**src/rtl/pipeline_hazard_ctrl_pkg.sv**
```systemverilog
// Shared types and constants for the pipeline sequencing controller.
// State encodings are exported so a register-file view can decode them.
package pipeline_hazard_ctrl_pkg;

    localparam int unsigned REG_W = 4;

    localparam logic [1:0] ST_RUN      = 2'd0;
    localparam logic [1:0] ST_MEM_WAIT = 2'd1;
    localparam logic [1:0] ST_HALT     = 2'd2;

    typedef enum logic [1:0] {
        StRun     = ST_RUN,
        StMemWait = ST_MEM_WAIT,
        StHalt    = ST_HALT
    } state_e;

endpackage

```
**src/rtl/pipeline_hazard_ctrl_if.sv**
```systemverilog
// Bundle of pipeline-side signals seen by the hazard controller.
// master = pipeline stages, slave = controller.
interface pipeline_hazard_ctrl_if #(
    parameter int unsigned CNT_W = 16
);
    import pipeline_hazard_ctrl_pkg::*;

    logic [REG_W-1:0] src1;
    logic [REG_W-1:0] src2;
    logic             two_src;
    logic [REG_W-1:0] exe_dest;
    logic             exe_wb_en;
    logic             exe_mem_r_en;
    logic [REG_W-1:0] mem_dest;
    logic             mem_wb_en;
    logic             branch_taken;
    logic             mem_req;
    logic             mem_ready;
    logic             cnt_clr;
    logic             hazard;
    logic             freeze_if;
    logic             freeze_all;
    logic             flush;
    logic             mem_err;
    logic [CNT_W-1:0] stall_cnt;

    modport master (
        output src1, src2, two_src, exe_dest, exe_wb_en, exe_mem_r_en, mem_dest, mem_wb_en,
               branch_taken, mem_req, mem_ready, cnt_clr,
        input  hazard, freeze_if, freeze_all, flush, mem_err, stall_cnt
    );

    modport slave (
        input  src1, src2, two_src, exe_dest, exe_wb_en, exe_mem_r_en, mem_dest, mem_wb_en,
               branch_taken, mem_req, mem_ready, cnt_clr,
        output hazard, freeze_if, freeze_all, flush, mem_err, stall_cnt
    );

endinterface

```
**src/rtl/pipeline_hazard_ctrl_hazard_detect.sv**
```systemverilog
// Purely combinational RAW dependency check for the instruction in ID.
// With forwarding only a load in EXE can stall; without it any EXE/MEM writer stalls.
module hazard_detect
    import pipeline_hazard_ctrl_pkg::*;
#(
    parameter bit FWD_EN = 1'b1
) (
    input  logic [REG_W-1:0] src1_i,
    input  logic [REG_W-1:0] src2_i,
    input  logic             two_src_i,
    input  logic [REG_W-1:0] exe_dest_i,
    input  logic             exe_wb_en_i,
    input  logic             exe_mem_r_en_i,
    input  logic [REG_W-1:0] mem_dest_i,
    input  logic             mem_wb_en_i,
    output logic             raw_o
);

    logic exe_m1, exe_m2, mem_m1, mem_m2;
    logic raw_fwd, raw_nofwd;

    always_comb begin
        exe_m1    = exe_wb_en_i && (exe_dest_i == src1_i);
        exe_m2    = two_src_i && exe_wb_en_i && (exe_dest_i == src2_i);
        mem_m1    = mem_wb_en_i && (mem_dest_i == src1_i);
        mem_m2    = two_src_i && mem_wb_en_i && (mem_dest_i == src2_i);
        raw_fwd   = exe_mem_r_en_i && (exe_m1 || exe_m2);
        raw_nofwd = exe_m1 || exe_m2 || mem_m1 || mem_m2;
        raw_o     = FWD_EN ? raw_fwd : raw_nofwd;
    end

endmodule

```
**src/rtl/pipeline_hazard_ctrl.sv**
```systemverilog
// Pipeline sequencing controller: data-hazard bubbles, branch flush, memory-wait freeze,
// timeout HALT with sticky error, and a saturating stall-cycle counter.
module pipeline_hazard_ctrl
    import pipeline_hazard_ctrl_pkg::*;
#(
    parameter bit          FWD_EN  = 1'b1,
    parameter int unsigned TIMEOUT = 64,
    parameter int unsigned CNT_W   = 16
) (
    input logic                   clk,
    input logic                   rst,
    pipeline_hazard_ctrl_if.slave bus
);

    localparam int unsigned       WaitW    = (TIMEOUT > 0) ? $clog2(TIMEOUT + 1) : 1;
    localparam logic [WaitW-1:0]  WaitLast = (TIMEOUT > 0) ? WaitW'(TIMEOUT - 1) : '0;

    state_e             state_q, state_d;
    logic [WaitW-1:0]   wait_cnt_q, wait_cnt_d;
    logic [CNT_W-1:0]   stall_cnt_q, stall_cnt_d;
    logic               mem_err_q, mem_err_d;
    logic               raw, memstall, timeout_hit;
    logic               hazard, freeze_if, freeze_all, flush;

    hazard_detect #(
        .FWD_EN (FWD_EN)
    ) u_hazard_detect (
        .src1_i         (bus.src1),
        .src2_i         (bus.src2),
        .two_src_i      (bus.two_src),
        .exe_dest_i     (bus.exe_dest),
        .exe_wb_en_i    (bus.exe_wb_en),
        .exe_mem_r_en_i (bus.exe_mem_r_en),
        .mem_dest_i     (bus.mem_dest),
        .mem_wb_en_i    (bus.mem_wb_en),
        .raw_o          (raw)
    );

    // Priority: frozen pipe > branch flush > data stall.
    always_comb begin
        memstall    = (state_q != StHalt) && bus.mem_req && !bus.mem_ready;
        freeze_all  = memstall || (state_q == StHalt);
        flush       = bus.branch_taken && !freeze_all;
        hazard      = raw && !bus.branch_taken && !freeze_all;
        freeze_if   = hazard || freeze_all;
        timeout_hit = (TIMEOUT != 0) && memstall && (wait_cnt_q == WaitLast);
    end

    always_comb begin
        state_d = state_q;
        unique case (state_q)
            StRun: begin
                if (timeout_hit)   state_d = StHalt;
                else if (memstall) state_d = StMemWait;
            end
            StMemWait: begin
                if (timeout_hit)                           state_d = StHalt;
                else if (bus.mem_ready || !bus.mem_req)    state_d = StRun;
            end
            StHalt:  state_d = StHalt;
            default: state_d = StRun;
        endcase

        wait_cnt_d = '0;
        if (memstall) begin
            wait_cnt_d = (&wait_cnt_q) ? wait_cnt_q : wait_cnt_q + WaitW'(1);
        end

        mem_err_d = mem_err_q || ((state_d == StHalt) && (state_q != StHalt));

        stall_cnt_d = stall_cnt_q;
        if (bus.cnt_clr) begin
            stall_cnt_d = '0;
        end else if (freeze_if && !(&stall_cnt_q)) begin
            stall_cnt_d = stall_cnt_q + CNT_W'(1);
        end
    end

    always_ff @(posedge clk or posedge rst) begin
        if (rst) begin
            state_q     <= StRun;
            wait_cnt_q  <= '0;
            stall_cnt_q <= '0;
            mem_err_q   <= 1'b0;
        end else begin
            state_q     <= state_d;
            wait_cnt_q  <= wait_cnt_d;
            stall_cnt_q <= stall_cnt_d;
            mem_err_q   <= mem_err_d;
        end
    end

    assign bus.hazard     = hazard;
    assign bus.freeze_if  = freeze_if;
    assign bus.freeze_all = freeze_all;
    assign bus.flush      = flush;
    assign bus.mem_err    = mem_err_q;
    assign bus.stall_cnt  = stall_cnt_q;

endmodule

```
**src/flat_wrapper.sv**
```systemverilog
// flat-port wrapper written by rule: the top's interface ports become plain ports
module pipeline_hazard_ctrl_flat import pipeline_hazard_ctrl_pkg::*;
#(
    parameter bit          FWD_EN  = 1'b1,
    parameter int unsigned TIMEOUT = 64,
    parameter int unsigned CNT_W   = 16
)
  (clk, rst, bus_src1, bus_src2, bus_two_src, bus_exe_dest, bus_exe_wb_en, bus_exe_mem_r_en, bus_mem_dest, bus_mem_wb_en, bus_branch_taken, bus_mem_req, bus_mem_ready, bus_cnt_clr, bus_hazard, bus_freeze_if, bus_freeze_all, bus_flush, bus_mem_err, bus_stall_cnt);
  pipeline_hazard_ctrl_if #(.CNT_W(CNT_W)) bus_i ();
  input logic clk;
  input logic rst;
  input wire logic [$bits(bus_i.src1)-1:0] bus_src1;
  input wire logic [$bits(bus_i.src2)-1:0] bus_src2;
  input wire logic [$bits(bus_i.two_src)-1:0] bus_two_src;
  input wire logic [$bits(bus_i.exe_dest)-1:0] bus_exe_dest;
  input wire logic [$bits(bus_i.exe_wb_en)-1:0] bus_exe_wb_en;
  input wire logic [$bits(bus_i.exe_mem_r_en)-1:0] bus_exe_mem_r_en;
  input wire logic [$bits(bus_i.mem_dest)-1:0] bus_mem_dest;
  input wire logic [$bits(bus_i.mem_wb_en)-1:0] bus_mem_wb_en;
  input wire logic [$bits(bus_i.branch_taken)-1:0] bus_branch_taken;
  input wire logic [$bits(bus_i.mem_req)-1:0] bus_mem_req;
  input wire logic [$bits(bus_i.mem_ready)-1:0] bus_mem_ready;
  input wire logic [$bits(bus_i.cnt_clr)-1:0] bus_cnt_clr;
  output wire logic [$bits(bus_i.hazard)-1:0] bus_hazard;
  output wire logic [$bits(bus_i.freeze_if)-1:0] bus_freeze_if;
  output wire logic [$bits(bus_i.freeze_all)-1:0] bus_freeze_all;
  output wire logic [$bits(bus_i.flush)-1:0] bus_flush;
  output wire logic [$bits(bus_i.mem_err)-1:0] bus_mem_err;
  output wire logic [$bits(bus_i.stall_cnt)-1:0] bus_stall_cnt;
  assign bus_i.src1 = bus_src1;
  assign bus_i.src2 = bus_src2;
  assign bus_i.two_src = bus_two_src;
  assign bus_i.exe_dest = bus_exe_dest;
  assign bus_i.exe_wb_en = bus_exe_wb_en;
  assign bus_i.exe_mem_r_en = bus_exe_mem_r_en;
  assign bus_i.mem_dest = bus_mem_dest;
  assign bus_i.mem_wb_en = bus_mem_wb_en;
  assign bus_i.branch_taken = bus_branch_taken;
  assign bus_i.mem_req = bus_mem_req;
  assign bus_i.mem_ready = bus_mem_ready;
  assign bus_i.cnt_clr = bus_cnt_clr;
  assign bus_hazard = bus_i.hazard;
  assign bus_freeze_if = bus_i.freeze_if;
  assign bus_freeze_all = bus_i.freeze_all;
  assign bus_flush = bus_i.flush;
  assign bus_mem_err = bus_i.mem_err;
  assign bus_stall_cnt = bus_i.stall_cnt;
  pipeline_hazard_ctrl #(.FWD_EN(FWD_EN), .TIMEOUT(TIMEOUT), .CNT_W(CNT_W)) u_core (.clk(clk), .rst(rst), .bus(bus_i));
endmodule
```
**config.mk**
```make
export PLATFORM = sky130hd
export DESIGN_NAME = pipeline_hazard_ctrl_flat
export DESIGN_NICKNAME = d
export VERILOG_FILES = /design/src/rtl/pipeline_hazard_ctrl_pkg.sv /design/src/rtl/pipeline_hazard_ctrl_if.sv /design/src/rtl/pipeline_hazard_ctrl_hazard_detect.sv /design/src/rtl/pipeline_hazard_ctrl.sv /design/src/flat_wrapper.sv
export SDC_FILE = /design/constraint.sdc
export NUM_CORES = 1
export LEC_CHECK = 0
export BUFFER_PORTS_ARGS = -buffer_cell sky130_fd_sc_hd__buf_2
export CORE_MARGIN = 5
export CORE_UTILIZATION = 48
export DETAILED_ROUTE_END_ITERATION = 10
export GPL_ROUTABILITY_DRIVEN = 0
export GPL_TIMING_DRIVEN = 0
export PLACE_DENSITY_LB_ADDON = 0.12
export SYNTH_ARGS = -nofsm -noshare
export SYNTH_HDL_FRONTEND = slang
export SYNTH_SLANG_ARGS = --single-unit
export TNS_END_PERCENT = 10
```
**constraint.sdc**
```tcl
create_clock -name clk -period 5.1 [get_ports clk]
set_clock_uncertainty 0.2 [all_clocks]
set_input_delay 0.765 -clock clk [delete_from_list [all_inputs] [get_ports clk]]
set_output_delay 0.765 -clock clk [all_outputs]
set_load 0.02 [all_outputs]
```
# ---- Word level (Yosys, flattened, before mapping)
# Cells that the tools add are included.
dict set report op_classes {
  n_addsub 2
  eq_ne 8
  n_mux 9
  reduce_logical 26
}
# op count
set op_table {}
lappend op_table {{16-bit 2-to-1 mux} 2}
lappend op_table {{16-bit by 1-bit adder with 16-bit output (second input constant)} 1}
lappend op_table {{16-bit AND reduction} 1}
lappend op_table {{7-bit 2-to-1 mux} 2}
lappend op_table {{1-bit logical AND} 12}
lappend op_table {{4-bit equality test} 2}
lappend op_table {{2-bit 2-to-1 mux} 4}
lappend op_table {{7-bit by 1-bit adder with 7-bit output (second input constant)} 1}
lappend op_table {{7-bit by 6-bit equality test with 1-bit output (second input constant)} 1}
lappend op_table {{7-bit AND reduction} 1}
lappend op_table {{2-bit one-hot mux with 3 select lines} 1}
lappend op_table {{1-bit logical NOT} 5}
lappend op_table {{1-bit logical OR} 5}
lappend op_table {{2-bit equality test (second input constant)} 2}
lappend op_table {{2-bit != test (second input constant)} 2}
lappend op_table {{2-bit by 1-bit equality test with 1-bit output (second input constant)} 1}
lappend op_table {{2-bit logical NOT} 1}
lappend op_table {{2-bit nonzero test} 1}
dict set report totals {
  ff_bits 26
  out_inout_bits 21
  elab_cells 49
}

# ---- Logic depth before layout (Yosys ltp)
# Gate-level depths: netlist of the first run.
dict set report depth {
  word_depth 10
  depth_mapped 7
}

# ---- Hierarchy
# From an unflattened synthesis of the first run, not the netlist that was laid out.
dict set report unflattened {
  cells_unflattened 160
  area_unflattened_um2 1584.0
}
# module n_inst cells_each area_each_um2
set by_module_without_submodules {}
lappend by_module_without_submodules {pipeline_hazard_ctrl 1 148 1480.2}
lappend by_module_without_submodules {hazard_detect 1 12 103.8}

# ---- Worst setup path after synthesis of the first run
# OpenSTA, ideal clock, no wires.
dict set report synth_timing {
  path_type {input-to-output}
  start {input bus_src1[3]}
  end {output bus_freeze_if}
  t_arrival_ns 1.780
  path_slack_ns 2.355
  cell_stages 6
  cell_sequence {xor2_1 nor4_2 nand2_1 and3_4 clkbuf_1 inv_1}
}
dict set report synth_via {
  elab_chain_len 7
}
# item line
set synth_lines {}
lappend synth_lines {{from (decl)} flat_wrapper.sv:12} ;# input wire logic [$bits(bus_i.src1)-1:0] bus_src1;
lappend synth_lines {{4-bit equality test} pipeline_hazard_ctrl_hazard_detect.sv:23} ;# exe_m1 = exe_wb_en_i && (exe_dest_i == src1_i);
lappend synth_lines {{1-bit logical AND} pipeline_hazard_ctrl_hazard_detect.sv:23}
lappend synth_lines {{1-bit logical OR} --}
lappend synth_lines {{1-bit logical AND} pipeline_hazard_ctrl_hazard_detect.sv:27} ;# raw_fwd = exe_mem_r_en_i && (exe_m1 || exe_m2);
lappend synth_lines {{1-bit logical AND (2 in series)} pipeline_hazard_ctrl.sv:44} ;# hazard = raw && !bus.branch_taken && !freeze_all;
lappend synth_lines {{1-bit logical OR} pipeline_hazard_ctrl.sv:45} ;# freeze_if = hazard || freeze_all;
lappend synth_lines {{to (decl)} flat_wrapper.sv:25} ;# output wire logic [$bits(bus_i.freeze_if)-1:0] bus_freeze_if;
# No other way between the ends.

# ---- Worst setup path in the final report of the first run
dict set report layout_timing {
  start {input bus_exe_dest[0]}
  end {output bus_freeze_if}
}
dict set report layout_via {
  elab_chain_len 7
  elab_cells_between_ends 9
  classes_between {eq/ne: 2; reduce/logical: 7}
}
# item line
set layout_lines {}
lappend layout_lines {{from (decl)} flat_wrapper.sv:15} ;# input wire logic [$bits(bus_i.exe_dest)-1:0] bus_exe_dest;
lappend layout_lines {{4-bit equality test, on equally long branches} {pipeline_hazard_ctrl_hazard_detect.sv:23, pipeline_hazard_ctrl_hazard_detect.sv:24}}
lappend layout_lines {{1-bit logical AND, on equally long branches} {pipeline_hazard_ctrl_hazard_detect.sv:23, pipeline_hazard_ctrl_hazard_detect.sv:24}}
lappend layout_lines {{1-bit logical OR (*)} --}
lappend layout_lines {{1-bit logical AND (*)} pipeline_hazard_ctrl_hazard_detect.sv:27}
lappend layout_lines {{1-bit logical AND (*) (2 in series)} pipeline_hazard_ctrl.sv:44}
lappend layout_lines {{1-bit logical OR (*)} pipeline_hazard_ctrl.sv:45}
# Mark *: on every way between the ends. The rest lies on a longest branch, timed or not.

==> impl_metrics.toml, run 1 <==
[floorplan]
rows = 20
start_util_pct = 48.9
dieWidth_um = 65.1
pin_count = 47
die_y_um = 65.1
core_sq_um = 2980
dieArea_sq_um = 4240

[clock_tree]
cts_resized = 0
cts_tree = "done"
post_cts_buffers = 0
postCtsHoldBufs = 0
clk_path_buf_depth = 2
htree_levels = 1
clkTransAtPathRegs_ns = 0.14
cts_made_buffers = 3
clock_latency_ns = 0.34
root_buffer = "clkbuf_4"
cts_sinks = 26

[timing]
fin_hold_ws_ns = 0.279
finalSetupTns_ns = 0
hold_viol = 0
final.min_clock_period_ns = 3.06
finalCritPeriodShare_pct = 60.0
finalSetupViolations = 0
tightest_slew_ns = 0.993
rsz0062_at_grt = "no"
fmax_mhz = 327
slew-limit-headroom_pct = 33.7
slew_violations = 0

[min_path]
hold_start = "u_core.bus.mem_err"
hold_class = "reg2reg"
holdPathStages = 1

[worst_setup_path]
ff2ff_setup_slack_ns = 2.92
r2r-end = "u_core.bus.stall_cnt[15]"
cp_cell_sequence = "buf_2 -> xor2_1 -> nor3_1 -> nand4_1 -> and3_4 -> clkbuf_1 -> inv_1 -> buf_2"
arrival_ns = 2.09
cp_slowest_cell = "and3_4"
critPathLaunch = "bus_exe_dest[0]"
crit_fanout = 10
critPathMostFrequentCell = "buf_2"
cp-endpoint = "bus_freeze_if"
cp_slowest_stage_delay_ns = 0.23
r2r-start = "u_core.bus.stall_cnt[10]"
path_class = "in2out"
reg2regPathDepth = 7
crit_path_start_kind = "input pin"
cp.required_ns = 4.14
endpoint_kind = "output pin"

[drt]
drt_iter0_drc = 78
routed_wl_mm = 3.40
drc_errors = 0
ant_nets = 0
routedWlPerCell_um = 14.3
dr.pass1.iters = 4
viasPerCell = 5.65
via_count = 1345

[grt]
grt_use_total_pct = 17.2
grt_pass1_wl_mm = 5.80
grt-ovfl-total = 0
grt_pass1_vias = 1298
grt_max_degree = 27
antenna_found_initial = 0

[power_and_ir_drop]
p_leak_nw = 0.836
ir_drop_v = 0.000149
p_seq_share_pct = 52.9
power_density_nw_per_um2 = 227
p_int_w = 0.000304
netSwitchingFraction_pct = 23.5
p_sw_w = 0.0000937
combPwrFrac_pct = 10.4
clock_power_share_pct = 36.7

[yosys]
synthAdderAreaFrac_pct = 1.72
synthesis.instances = 161
yosysWarnings = 0
yosysSeqAreaShare_pct = 44.7
synth_xor_area_share_pct = 7.22
synth_top_family_by_area = "simple AND/OR/NAND/NOR gates"
synth_compound_area_share_pct = 13.1
avgSynthCellArea_sq_um = 9.05
synth_seq_cells = 26
syn_area_sq_um = 1460
yosys.cell_types.count = 34
synth_simple_gate_area_share_pct = 29.4
muxShareOfSynthArea_pct = 0.773
synthesis.nets = 189

[final_layout]
diodes = 0
syn_to_final_growth_pct = 20.2
drive_gt1_share_pct = 23.4
n_fill_cell = 266
fin_nets = 234

[run_status]
status = "complete, no violations"

[job]
cap_violations = 0

[place]
hpwl_mm = 2.51
port_buffers = 40
-- power by group through the flow --
stage / registers (W) / clock network (W) / logic [W]
floorplan: 0.000215 / 0 / 0.0000240
global placement: 0.000214 / 0 / 0.0000407
detailed placement: 0.000214 / 0 / 0.0000414
CTS: 0.000210 / 0.000148 / 0.0000418
global route: 0.000211 / 0.000161 / 0.0000455
finish: 0.000210 / 0.000146 / 0.0000413
-- cells by family (layout without fill, tap and decap cells) --
family                   after synthesis  count (layout)
multiplexers                           1               1
buffers and inverters                 10              54
flip-flops                            26              26
XOR/XNOR                              12              12
adder cells (fa/ha/maj)                2               2
AND/OR/NAND/NOR                       76              76
AO/OA/AOI/OAI                         34              34
-- worst min-delay path by stage --
stage	to	slack, ns
6_report	u_core.bus.mem_err	0.28
5_1_grt	u_core.state_q[0]	0.32
4_1_cts	u_core.state_q[0]	0.29
3_5_place_dp	u_core.bus.mem_err	0.25
3_3_place_gp	u_core.bus.mem_err	0.24
2_1_floorplan	u_core.state_q[0]	0.24
-- final cells by class --
class | count | area (sq um) | share of cell area (%)
multi-input combinational | 125 | 759 | 43.4
sequential | 26 | 651 | 37.2
timing repair buffer | 40 | 200 | 11.4
tap | 33 | 41.3 | 2.36
buffer | 6 | 31.3 | 1.79
clock inverter | 1 | 30.0 | 1.72
clock buffer | 3 | 22.5 | 1.29
inverter | 4 | 15.0 | 0.858
-- metal layers --
| layer | part of all wire [%] | GRT usage [%] | vias to the layer above | routed length [um] |
|---|---|---|---|---|
| met4 | 0.80 | 5.96 | 0 | 27 |
| met3 | 5.0 | 2.08 | 4 | 170 |
| li1 | - | - | 676 | - |
| met5 | 0 | 0 | - | 0 |
| met1 | 41 | 20.0 | 622 | 1400 |
| met2 | 53 | 32.3 | 43 | 1800 |
-- per-stage QoR --
step | worst slack [ns] | area [sq um] | util, % | total power (W) | std cells
2_1_floorplan | 2.36 | 1460 | - | 0.000239 | 161
3_3_place_gp | 2.06 | 1700 | 57.0 | 0.000255 | 234
3_5_place_dp | 2.04 | 1700 | 57.0 | 0.000256 | 234
4_1_cts | 2.04 | 1750 | 58.8 | 0.000400 | 238
5_1_grt | 1.93 | 1750 | 58.8 | 0.000418 | 238
6_report | 2.04 | 1750 | 58.8 | 0.000398 | 238
-- worst max-delay path, delay by kind of cell --
| family | cells | cell delay [ns] |
|---|---|---|
| xor+xnor | 1 | 0.15 |
| buf+inv | 4 | 0.59 |
| simple gates | 3 | 0.59 |
-- cell usage in the layout, fill, tap and decap left out, types with 4 or more instances in the layout --
cell	instances
a21oi_1	16
nand4_1	8
or4_1	4
xor2_1	9
or3_1	10
nor2_1	12
o21ai_0	5
and3_1	8
nand2_1	12
inv_1	4
o21ai_1	6
dfrtp_1	26
nand3_1	6
buf_2	41
-- sequential cells by signal, indices dropped and copies added, names as in the netlist --
| signal | flops |
|---|---|
| u_core.bus.mem_err | 1 |
| u_core.bus.stall_cnt | 16 |
| u_core.state_q | 2 |
| u_core.wait_cnt_q | 7 |
-- synthesized netlist by cell type --
| cell type | n | share of area (%) |
|---|---|---|
| nor4_2 | 1 | 0.86 |
| nor2_1 | 12 | 3.1 |
| nand3b_1 | 1 | 0.52 |
| a311oi_1 | 2 | 1.2 |
| a21oi_1 | 16 | 5.5 |
| nand4_1 | 8 | 3.4 |
| or4_1 | 4 | 2.1 |
| nor2b_1 | 2 | 0.86 |
| xnor2_1 | 3 | 1.8 |
| a21o_1 | 1 | 0.52 |
| and3_1 | 8 | 3.4 |
| xor2_1 | 9 | 5.4 |
| and2_1 | 2 | 0.86 |
| and4_1 | 1 | 0.60 |
| nand4b_1 | 1 | 0.60 |
| or3_1 | 10 | 4.3 |
| nor4_1 | 2 | 0.86 |
| clkbuf_1 | 3 | 0.77 |
| inv_1 | 4 | 1.0 |
| o31ai_1 | 3 | 1.5 |
| o21ai_1 | 6 | 2.1 |
| o21ai_0 | 5 | 1.7 |
| mux2_1 | 1 | 0.77 |
| nand2_1 | 12 | 3.1 |
| and3_4 | 1 | 0.77 |
| ha_1 | 2 | 1.7 |
| buf_1 | 1 | 0.26 |
| nand3_1 | 6 | 2.1 |
| buf_6 | 1 | 0.77 |
| nand2b_1 | 3 | 1.3 |
| nor3_1 | 2 | 0.69 |
| a211oi_1 | 1 | 0.52 |
| buf_2 | 1 | 0.34 |
| dfrtp_1 | 26 | 45 |
No activity file was read; power rests on OpenSTA's default activity.
==> run 2: changes to the inputs <==
--- a/config.mk
+++ b/config.mk
@@ -5,9 +5,10 @@
 export SDC_FILE = /design/constraint.sdc
 export NUM_CORES = 1
 export LEC_CHECK = 0
+export ABC_AREA = 1
 export BUFFER_PORTS_ARGS = -buffer_cell sky130_fd_sc_hd__buf_2
 export CORE_MARGIN = 5
-export CORE_UTILIZATION = 48
+export CORE_UTILIZATION = 47
 export DETAILED_ROUTE_END_ITERATION = 10
 export GPL_ROUTABILITY_DRIVEN = 0
 export GPL_TIMING_DRIVEN = 0
==> constraint.sdc (replaced) <==
create_clock -name clk -period 2.5 [get_ports clk]
set_clock_uncertainty 0.2 [all_clocks]
set_input_delay 0.375 -clock clk [delete_from_list [all_inputs] [get_ports clk]]
set_output_delay 0.375 -clock clk [all_outputs]
set_load 0.02 [all_outputs]
==> impl_metrics.toml, run 2 <==
[yosys]
synthTopCellsByCount = "nand2_1 (61), inv_1 (38), nor2_1 (28), dfrtp_1 (26), nand3_1 (25)"
async_flop_share_pct = 100
yosysSeqAreaShare_pct = 38.1
avgSynthCellArea_sq_um = 7.12
synthesis.nets = 268
synthesis.instances = 240
synth_top_area_share_pct = 38.1
synth_most_common_cell = "nand2_1"
yosysWarnings = 0
syn_area_sq_um = 1710
synth.area.top_cells = "dfrtp_1 (38%), nand2_1 (13%), inv_1 (8.3%)"
synth_edf_count = 0
synthFlopType = "dfrtp_1"
yosys.cell_types.count = 25
synth_top_area_cell = "dfrtp_1"
synth_seq_cells = 26

[worst_setup_path]
cp_slowest_stage_delay_ns = 0.37
cp_slowest_cell = "dfrtp_1"
critPathMostFrequentCell = "inv_1"
arrival_ns = 1.72
path_delay_family = "buffers and inverters"
crit_path_start_kind = "register"
cp_cell_sequence = "inv_1 -> nor2_1 -> inv_1 -> nand2_1 -> inv_1 -> nand2_2 -> buf_2 -> buf_2"
crit_fanout = 10
critPathBufInv = 5
cp.required_ns = 1.92
endpoint_kind = "output pin"
path_class = "reg2out"

[floorplan]
rows = 22
start_util_pct = 47.8
die_y_um = 70.3
dieArea_sq_um = 4940
dieWidth_um = 70.3
core_sq_um = 3580
pin_count = 47

[clock_tree]
postCtsHoldBufs = 0
clock_latency_ns = 0.33
clk_path_buf_depth = 2
clkTransAtPathRegs_ns = 0.15
cts_tree = "done"
post_cts_buffers = 0
htree_levels = 1
cts_sinks = 26
root_buffer = "clkbuf_4"
cts_resized = 0
cts_made_buffers = 3

[timing]
fmax_mhz = 435
tightest_slew_ns = 1.01
slew-limit-headroom_pct = 32.8
hold_viol = 0
final.min_clock_period_ns = 2.30
slew_violations = 0
finalSetupTns_ns = 0
rsz0062_at_grt = "no"
finalCritPeriodShare_pct = 92.0
finalSetupViolations = 0

[power_and_ir_drop]
ir_drop_v = 0.000246
power_density_nw_per_um2 = 404
p_leak_nw = 1.22

[drt]
routed_wl_mm = 3.80
wl_met3_um = 154
ant_nets = 0
dr.pass1.iters = 4
drt_iter0_drc = 97
drc_errors = 0
m1WireLength_mm = 1.74
top_layer_used = "met4"
wl_met2_mm = 1.85
routedWlPerCell_um = 11.4
viasPerCell = 4.80
via_count = 1598

[final_layout]
diodes = 0
fin_util_pct = 56.6
syn_to_final_growth_pct = 18.6
register_area_sq_um = 651
n_fill_cell = 363
largest_reg_flops = 16
drive_gt1_share_pct = 20.0
fin_nets = 314
layout.cells.most_common_list = "nand2_1 (61), buf_2 (44), inv_1 (38), nor2_1 (28), dfrtp_1 (26)"
layout.cells.most_common = "nand2_1"
fin_area_sq_um = 2030
multi_input_area_sq_um = 882

[place]
dpl_cell_area_sq_um = 1970
hpwl_mm = 2.91
port_buffers = 41

[grt]
grt_use_total_pct = 16.2
grt_pass1_vias = 1516
grt_max_degree = 27
grt_pass1_wl_mm = 6.65
grt-ovfl-total = 0
antenna_found_initial = 0

[job]
cap_violations = 0

[min_path]
hold_class = "in2async"

[run_status]
status = "complete, no violations"
-- run 2: cell count changes in the layout (fill, tap and decap cells not counted), moves of 3 or more --
cell      change
or3_1        -10
nand2b_1      -3
nor2_1       +16
o21ai_1       -6
inv_1        +34
xor2_1        +6
a21oi_1      -15
nand4_1       +9
o31ai_1       -3
buf_2         +3
and3_1        -8
nand2_1      +49
or4_1         -4
nand3_1      +19
-- run 2: cell families (layout without fill, tap and decap cells) --
group / count (synthesis) / in the layout / synth area share (%)
compound gates: 10 / 10 / 3.15
xor+xnor: 17 / 17 / 8.71
fa+ha+maj: 2 / 2 / 1.46
buf+inv: 44 / 89 / 10.3
flops: 26 / 26 / 38.1
simple gates: 141 / 141 / 38.3
-- run 2: layout make-up --
type                            count  share of cell area [%]
Clock buffer                        3                    1.11
Inverter                           38                    7.04
Buffer                              6                    1.67
Sequential cell                    26                    32.1
Timing Repair Buffer               41                    10.1
Tap cell                           48                    2.96
Multi-Input combinational cell    170                    43.5
Clock inverter                      1                    1.48
-- run 2: metrics by stage --
step	setup WS [ns]	instances	total power (W)	hold WS, ns
6_report	0.201	333	0.000819	0.0535
5_1_grt	0.0212	333	0.000860	0.0997
4_1_cts	0.189	333	0.000829	0.0937
3_5_place_dp	0.367	329	0.000533	0.231
3_3_place_gp	0.372	329	0.000532	0.228
2_1_floorplan	0.568	240	0.000495	0.210
-- run 2: power by group --
part	internal [W]	switching (W)	total, W
combinational	0.0000328	0.0000614	0.0000942
sequential	0.000425	0.00000393	0.000429
clock	0.000162	0.000134	0.000296
-- run 2: path summary, 6_finish.rpt --
kind | start | depth (start not counted) | slack (ns) | to
hold / removal | rst | 2 | 0.05 | u_core.bus.stall_cnt[7]
min in group clk | bus_mem_ready | 4 | 0.10 | u_core.state_q[0]
hold reg to reg | u_core.state_q[1] | 1 | 0.24 | u_core.state_q[0]
setup / recovery | u_core.state_q[1] | 8 | 0.20 | bus_freeze_if
setup reg to reg | u_core.bus.stall_cnt[0] | 10 | 0.46 | u_core.bus.stall_cnt[15]
max in group asynchronous | rst | 2 | 1.44 | u_core.bus.stall_cnt[8]
-- run 2: worst reg2reg max path: stages (launching register included) --
cell,delay (ns)
dfrtp_1,0.44
ha_1,0.21
nand2_1,0.10
nor2_2,0.16
nand3_2,0.13
nor2_4,0.12
nand4_4,0.16
nand2_4,0.17
buf_6,0.15
nand3_1,0.07
nand2_1,0.08
-- run 2: per-layer routing --
| metal | vias to the layer above | global-route usage, % |
|---|---|---|
| li1 | 851 | - |
| met1 | 713 | 21.0 |
| met2 | 28 | 27.2 |
| met3 | 6 | 2.30 |
| met4 | 0 | 5.74 |
| met5 | - | 0 |
==> run 3: changes to the inputs <==
--- a/config.mk
+++ b/config.mk
@@ -8,7 +8,7 @@
 export ABC_AREA = 1
 export BUFFER_PORTS_ARGS = -buffer_cell sky130_fd_sc_hd__buf_2
 export CORE_MARGIN = 5
-export CORE_UTILIZATION = 47
+export CORE_UTILIZATION = 30
 export DETAILED_ROUTE_END_ITERATION = 10
 export GPL_ROUTABILITY_DRIVEN = 0
 export GPL_TIMING_DRIVEN = 0
==> impl_metrics.toml, run 3 (synthesis results as in run 2) <==
[clock_tree]
post_cts_buffers = 0
cts_sinks = 26
root_buffer = "clkbuf_8"
htree_levels = 1
postCtsHoldBufs = 0
clock_latency_ns = 0.27
cts_resized = 0
cts_tree = "done"
cts_made_buffers = 3
clk_path_buf_depth = 2
clkTransAtPathRegs_ns = 0.10

[worst_setup_path]
critPathBufInv = 5
cp.required_ns = 1.92
arrival_ns = 1.64
ff2ff_setup_slack_ns = 0.51
crit_fanout = 10
endpoint_kind = "output pin"
cp_slowest_cell = "dfrtp_1"
path_delay_family = "buffers and inverters"
critPathMostFrequentCell = "inv_1"
crit_path_start_kind = "register"
cp_slowest_stage_delay_ns = 0.35
cp_cell_sequence = "inv_1 -> nor2_1 -> inv_1 -> nand2_1 -> inv_1 -> nand2_2 -> buf_2 -> buf_2"
path_class = "reg2out"

[drt]
routed_wl_mm = 4.14
routedWlPerCell_um = 11.6
ant_nets = 0
drc_errors = 0
via_count = 1591
drt_iter0_drc = 101
viasPerCell = 4.47
dr.pass1.iters = 4

[min_path]
hold_class = "in2async"

[grt]
grt_use_total_pct = 12.1
grt-ovfl-total = 0
grt_pass1_vias = 1577
grt_max_degree = 27
antenna_found_initial = 0
grt_pass1_wl_mm = 7.25

[final_layout]
fin_util_pct = 37.2
fin_cells = 356
syn_to_final_growth_pct = 19.7
fin_nets = 314
n_fill_cell = 594
diodes = 0
register_area_sq_um = 651
largest_reg_flops = 16
layout.cells.most_common_list = "nand2_1 (61), buf_2 (44), inv_1 (38), nor2_1 (28), dfrtp_1 (26)"
multi_input_area_sq_um = 882
drive_gt1_share_pct = 19.7
layout.cells.most_common = "nand2_1"

[place]
hpwl_mm = 3.14
port_buffers = 41
placedCellCount = 353

[power_and_ir_drop]
total_power_w = 0.000766
power_density_nw_per_um2 = 375
ir_drop_v = 0.000276
p_leak_nw = 1.21

[timing]
finalSetupTns_ns = 0
finalSetupViolations = 0
slew_violations = 0
fin_hold_ws_ns = 0.140
hold_viol = 0
final.min_clock_period_ns = 2.22
finalCritPeriodShare_pct = 88.6
fmax_mhz = 451
slew-limit-headroom_pct = 31.2
tightest_slew_ns = 1.03
rsz0062_at_grt = "no"

[floorplan]
pin_count = 47
core_sq_um = 5510
rows = 27
start_util_pct = 31.0
dieWidth_um = 85.5
dieArea_sq_um = 7310
die_y_um = 85.5

[run_status]
status = "complete, no violations"

[job]
cap_violations = 0
-- run 3: worst paths after layout --
kind / end / startpoint / depth (start not counted)
worst max-delay path: bus_freeze_if / u_core.state_q[1] / 8
worst min-delay path: u_core.bus.stall_cnt[14] / rst / 2
worst max register to register: u_core.bus.stall_cnt[8] / u_core.bus.stall_cnt[0] / 9
worst min register to register: u_core.state_q[0] / u_core.state_q[1] / 1
max in group asynchronous: u_core.bus.stall_cnt[7] / rst / 2
min in group clk: u_core.state_q[0] / bus_mem_ready / 4
-- run 3: final cells by class --
class | instances | share of cell area (%)
Multi-Input combinational cell | 170 | 43.1
Sequential cell | 26 | 31.8
Timing Repair Buffer | 41 | 10.0
Inverter | 38 | 6.97
Tap cell | 72 | 4.40
Clock buffer | 3 | 2.02
Buffer | 6 | 1.65
-- run 3: metal layers --
metal  up-vias  global-route usage, %  share of wire, %
li1        851                      -                 -
met1       717                   15.5                45
met2        21                   20.7                50
met3         2                   3.30               4.2
met4         0                   2.16              0.53
met5         -                      0                 0
-- run 3: power by group --
group	internal, W	switching (W)	leakage (nW)
Sequential	0.000425	0.00000389	0.355
Combinational	0.0000328	0.0000625	0.838
Clock	0.000108	0.000134	0.0216
Total	0.000566	0.000201	1.21
-- run 3: stage by stage --
stage          setup slack [ns]  cell area (sq um)
3_5_place_dp              0.322               2000
6_report                  0.285               2050
2_1_floorplan             0.568               1710
5_1_grt                   0.109               2050
4_1_cts                   0.239               2050
3_3_place_gp              0.324               2000
